===== config.mk =====
export PLATFORM = sky130hd
export DESIGN_NAME = spi_mem_fsm
export DESIGN_NICKNAME = d
export VERILOG_FILES = /design/src/rtl/spi_mem_fsm.sv
export SDC_FILE = /design/constraint.sdc
export NUM_CORES = 1
export LEC_CHECK = 0
export CAP_MARGIN = 20
export CORE_AREA = 5 5 42 44
export CTS_CLUSTER_DIAMETER = 120
export DETAILED_ROUTE_END_ITERATION = 10
export DIE_AREA = 0 0 47 49
export PLACE_DENSITY = 0.71
export SLEW_MARGIN = 20
export SYNTH_ARGS = -nofsm -noshare
export SYNTH_HDL_FRONTEND = slang
export SYNTH_SLANG_ARGS = --single-unit

===== constraint.sdc =====
create_clock -name clk -period 1.7 [get_ports clk]
set_clock_uncertainty 0.1 [all_clocks]
set_input_delay 0.34 -clock clk [delete_from_list [all_inputs] [get_ports clk]]
set_output_delay 0.34 -clock clk [all_outputs]
set_load 0.03 [all_outputs]

===== src/rtl/spi_mem_fsm.sv =====
// spi_mem_fsm: transaction sequencer for the SPI data memory.
// Counts s_clk rises under CS low, then strobes the datapath enables.
// Ports:
//   clk, rst_n       system clock, async active-low reset
//   s_clk            conditioned serial clock level (clk domain)
//   CS               chip select, active low
//   read_write       R/W bit from shift register (1 = read)
//   miso_buff        MISO buffer enable
//   ad_we            address latch write enable
//   sr_we            shift register parallel load enable
//   dm_we            data memory write enable
module spi_mem_fsm #(
  parameter int WORD_BITS = 8
) (
  input  logic clk,
  input  logic rst_n,
  input  logic s_clk,
  input  logic CS,
  input  logic read_write,
  output logic miso_buff,
  output logic ad_we,
  output logic sr_we,
  output logic dm_we
);

  localparam int CW = $clog2(WORD_BITS + 1);
  localparam logic [CW-1:0] LAST = CW'(WORD_BITS);

  typedef enum logic [2:0] {
    GET,
    GOT,
    READ1,
    READ2,
    READ3,
    WRITE1,
    WRITE2,
    DONE
  } state_t;

  state_t        state_q, state_d;
  logic [CW-1:0] cnt_q, cnt_d;
  logic          s_clk_q;
  logic          rise;
  logic [CW-1:0] cnt_inc;
  logic          cnt_full;

  assign rise     = s_clk & ~s_clk_q;
  assign cnt_inc  = cnt_q + {{(CW-1){1'b0}}, rise};
  assign cnt_full = (cnt_inc == LAST);

  always_ff @(posedge clk or negedge rst_n) begin
    if (!rst_n) begin
      state_q <= GET;
      cnt_q   <= '0;
      s_clk_q <= 1'b0;
    end else begin
      state_q <= state_d;
      cnt_q   <= cnt_d;
      s_clk_q <= s_clk;
    end
  end

  always_comb begin
    state_d = state_q;
    cnt_d   = cnt_q;
    if (CS) begin
      // deselect aborts any phase and discards partial counts
      state_d = GET;
      cnt_d   = '0;
    end else begin
      unique case (state_q)
        GET: begin
          cnt_d = cnt_inc;
          if (cnt_full) begin
            cnt_d   = '0;
            state_d = GOT;
          end
        end
        GOT: begin
          state_d = read_write ? READ1 : WRITE1;
        end
        READ1: begin
          state_d = READ2;
        end
        READ2: begin
          state_d = READ3;
        end
        READ3: begin
          cnt_d = cnt_inc;
          if (cnt_full) begin
            cnt_d   = '0;
            state_d = DONE;
          end
        end
        WRITE1: begin
          cnt_d = cnt_inc;
          if (cnt_full) begin
            cnt_d   = '0;
            state_d = WRITE2;
          end
        end
        WRITE2: begin
          state_d = DONE;
        end
        DONE: begin
          state_d = DONE;
        end
        default: begin
          state_d = GET;
          cnt_d   = '0;
        end
      endcase
    end
  end

  always_comb begin
    ad_we     = 1'b0;
    sr_we     = 1'b0;
    miso_buff = 1'b0;
    dm_we     = 1'b0;
    unique case (1'b1)
      (state_q == GOT):    ad_we     = 1'b1;
      (state_q == READ2):  sr_we     = 1'b1;
      (state_q == READ3):  miso_buff = 1'b1;
      (state_q == WRITE2): dm_we     = 1'b1;
      default: ;
    endcase
  end

endmodule


# Yosys cells after proc, flatten, opt, wreduce, memory -nomap -nowiden
# Index checks and enable logic that the tools add are counted.
# totals
romBits	0
in_bits	5
mem_count	0
latchBits	0
ff_bits	8
mem_bits_rw	0
out_inout_bits	4
# op_classes
add_sub_neg	1
n_mux	13
n_lt_le_gt_ge	0
shift	0
bitwise	2
reduce_logical	5
n_div	0
eq_ne	11
multipliers	0
# op_table
cell	count
$pmux 3 s7	1
$mux 3	5
$eq 3x3->1 const B	4
$mux 4	3
$ne 3x3->1 const B	3
$eq 3x2->1 const B	2
$add 4x1->4	1
$eq 4x4->1 const B	1
$mux 1	4
$eq 3x1->1 const B	1
$logic_not 3->1	1
$reduce_and 3->1	1
$reduce_or 3->1	1
$reduce_bool 2->1	1
$reduce_or 2->1	1
$and 1x1->1	1
$not 1->1	1

# Longest topological paths before layout
# logic_depth
depth_word	7
mapped_depth	7

# Least setup slack after synthesis
# OpenSTA, ideal clock, no wires.
# synth_path
kind	input-to-reg
start	input port s_clk
end	register state_q[0]
setup_ps	125
slack_ps	-106
arrival_ps	1581
stages	7
cell_sequence	nor2b_1 > ha_1 > ha_1 > xor2_1 > nor3_4 > a21boi_2 > mux2_4
# synth_between
elab_chain_len	5
elab_cells_between_ends	7
classes_between	add/sub (1); eq/ne (4); bitwise (1); reduce/logical (1)
# synth_lines
element	line_no	rtl
start: declaration	17	input logic s_clk,
$and 1x1->1 (*)	47	assign rise = s_clk & ~s_clk_q;
$add 4x1->4 (*)	48	assign cnt_inc = cnt_q + {{(CW-1){1'b0}}, rise};
$eq 4x4->1 (*)	49	assign cnt_full = (cnt_inc == LAST);
$ne 3x3->1 (no line)	--	
$reduce_and 3->1 (no line) (*)	--	
end signal: assignment	57	state_q <= state_d;
end: declaration	40	state_t state_q, state_d;
# Every way passes the cells marked *; elsewhere a longest branch is shown, timed or not.
# A chain may end at the register's enable or synchronous reset.

# Worst setup path after layout
# layout_path
start	register s_clk_q
end	register state_q[0]
# layout_between
elab_chain_len	6
elab_cells_between_ends	8
classes_between	add/sub (1); eq/ne (4); bitwise (2); reduce/logical (1)
# layout_lines
element	line_no	rtl
start: declaration	42	logic s_clk_q;
start signal: assignment	59	s_clk_q <= s_clk;
$not 1->1 (*)	47	
$and 1x1->1 (*)	47	
$add 4x1->4 (*)	48	
$eq 4x4->1 (*)	49	
$ne 3x3->1 (no line)	--	
$reduce_and 3->1 (no line) (*)	--	
# Marks and branches as above.

==> metrics.yaml <==
cts_max_level: 1
root_buffer: "clkbuf_4"
nets: 71
p_clk_share_pct: 25.3
grt_pass1_wl_mm: 1.67
synth-async-reset-ratio_pct: 100
pwr-share-seq_pct: 41.5
antenna_found_initial: 0
worst_slew_pin_slew_ns: 0.379
r2r-end: "state_q[0]"
reg2reg_depth: 7
start_util_pct: 34.3
synth_top_area_share_pct: 41.7
critPathLaunchType: "register"
place.port_buffers: 8
hold_buffers: 0
ys_seq_area_share_pct: 41.7
synth_ff_type: "dfrtp_1"
synth_area_leader_cell: "dfrtp_1"
p_sw_share_pct: 32.0
arrival_ns: 1.77
totalWireLength_um: 953
setup_violations: 1
drc: 0
wl_per_cell_um: 12.2
timing_worst_setup_path_type: "register to register"
place_congestion: 0.762
final.setup.tns_ns: -0.0326
synth_area_leaders: "dfrtp_1 42%, ha_1 5.2%, a21oi_1 4.2%"
ir_drop_uv: 430
power_switching_mw: 0.181
tritoncts: "built"
synthTopCellsByCount: "8 x dfrtp_1, 5 x nor2_1, 4 x a21oi_1"
ys_seq_elements: 8
finalPower_mw: 0.566
hold_class: "input port to register"
cp-end-kind: "register"
hold_path_end: "s_clk_q"
hold_depth: 1
firstDrtPassIters: 4
slew_headroom_pct: 74.6
ctsLongestPathBuffers: 2
maxCapViolCount: 0
clk_latency_ns: 0.25
clk_pin_slew_ns: 0.05
cp_cell_sequence: "nor2b_4, ha_4, ha_4, xor2_4, nor3_4, a21boi_2, mux2_4"
status: "finished with violations"
post-route-period-util_pct: 102
syn_to_final_growth_pct: 41.1
post-route-util_pct: 48.4
netlist_area_um2: 480
ant_nets: 0
required_ns: 1.74
slowest_stage: "dfrtp_1"
reg2reg_slack_ns: -0.03
vias_per_cell: 4.83
synth_cell_type_count: 23
finalWorstSetupSlack_ns: -0.0326
coreArea_um2: 1400
violations: "negative setup slack"
cp_slowest_stage_delay_ns: 0.39
pwr-share-comb_pct: 33.2
syn_nets: 54
p_leak_nw: 0.316
grt_pass1_vias: 374
synth_edf_count: 0
powerDensity_nw_per_um2: 834
io_pins: 9
p_int_mw: 0.384
die-width_um: 47
synth_area_per_cell_um2: 10.2
timing.final.crit_period_ns: 1.73
r2r_start: "s_clk_q"
cts_buffers: 3
fmax_mhz: 577
drv_slew: 0
track_usage_pct: 10.3
yosysMostFrequentCell: "dfrtp_1"
rsz0062_at_grt: "true"
min-delay-start: "s_clk"
dp_hpwl_um: 706
syn-instance-count: 47
yosys_warnings: 0
vias: 377
die_y_um: 49
cts.sinks: 8
row_count: 14
dieArea_um2: 2300
drive_above_1_share_pct: 38.7
path_common_cell: "ha_4"
drt_iter0_markers: 2
grt_start_max_net_pins: 9
antenna_cells: 0
critical_path.max_fanout: 2
hold_viol: 0
grt_overflow: 0
==> power by group through the flow <==
stage	Combinational, mW	Sequential [mW]	Clock, mW
final	0.188	0.235	0.143
after global routing	0.207	0.240	0.161
after CTS	0.189	0.234	0.150
after detailed placement	0.182	0.236	0
after global placement	0.180	0.234	0
after floorplan	0.138	0.230	0
==> worst max-delay path, delay by kind of cell, from the launching register on <==
kind	cells	cell delay (ns)
and+or+nand+nor	2	0.19
muxes	1	0.30
adders and majority gates	2	0.31
xor gates and xnor gates	1	0.19
AOI/OAI and AO/OA	1	0.13
DFF	1	0.39
==> layer usage <==
metal	wire (µm)	global-route usage (%)	part of all wire, %	vias up
met4	10	5.53	1.0	0
met1	396	12.9	42	167
li1	-	-	-	198
met2	484	15.8	51	10
met3	62	2.21	6.5	2
met5	0	0	0	-
==> placed cells by master (no fill, tap or decap), types with 2 or more instances in the layout <==
master / count
buf_4: 9
nor3_1: 3
nor2_1: 5
clkdlybuf4s50_1: 3
nand2b_1: 2
o21ai_0: 2
mux2i_1: 2
nand3_1: 2
clkbuf_4: 3
a21oi_1: 4
ha_4: 2
inv_1: 2
dfrtp_1: 7
==> how the worst max path moves through the flow <==
stage	cells past startpoint	from	slack, ns	end
6_report	7	s_clk_q	-0.03	state_q[0]
5_1_grt	7	s_clk_q	-0.09	state_q[0]
4_1_cts	7	s_clk_q	-0.04	state_q[0]
3_5_place_dp	8	s_clk	-0.56	state_q[0]
3_3_place_gp	8	s_clk	-0.52	state_q[0]
2_1_floorplan	2	state_q[1]	0.002	dm_we
==> layout make-up <==
cell class | count | area, µm²
Fill cell | 135 | 723
Multi-Input combinational cell | 35 | 317
Sequential cell | 8 | 201
Timing Repair Buffer | 13 | 106
Clock buffer | 3 | 22.5
Tap cell | 16 | 20.0
Inverter | 3 | 11.3
==> cells by family (layout without fill, tap and decap cells) <==
group,after synthesis,count (layout),share of synthesized area [%]
fa+ha+maj,2,2,5.21
simple gates,18,18,21.9
buf+inv,4,19,3.12
xor+xnor,3,3,7.03
mux,3,3,7.29
flops,8,8,41.7
compound gates,9,9,13.8
==> per-stage QoR <==
| stage | area (µm²) | instances | hold WS (ns) | setup WS, ns |
|---|---|---|---|---|
| 3_5_place_dp | 612 | 73 | 0.441 | -0.557 |
| 6_report | 678 | 78 | 0.244 | -0.0326 |
| 2_1_floorplan | 503 | 47 | -0.0556 | 0.00198 |
| 3_3_place_gp | 612 | 73 | 0.428 | -0.519 |
| 5_1_grt | 678 | 78 | 0.250 | -0.0885 |
| 4_1_cts | 669 | 77 | 0.244 | -0.0434 |
==> flip-flops by register name (all words and copies together), names as in the netlist <==
register  cells
s_clk_q       1
cnt_q         4
state_q       3
==> repair_timing <==
| item | 4_1_cts | 5_1_grt |
|---|---|---|
| setup endpoints to repair | 3 | 4 |
| pin swaps | 2 | 1 |
| buffers inserted | 1 | 1 |
| resized for setup | 5 | 1 |
| gates cloned | 0 | 0 |
Note: power is estimated with default switching activity, not from simulation.
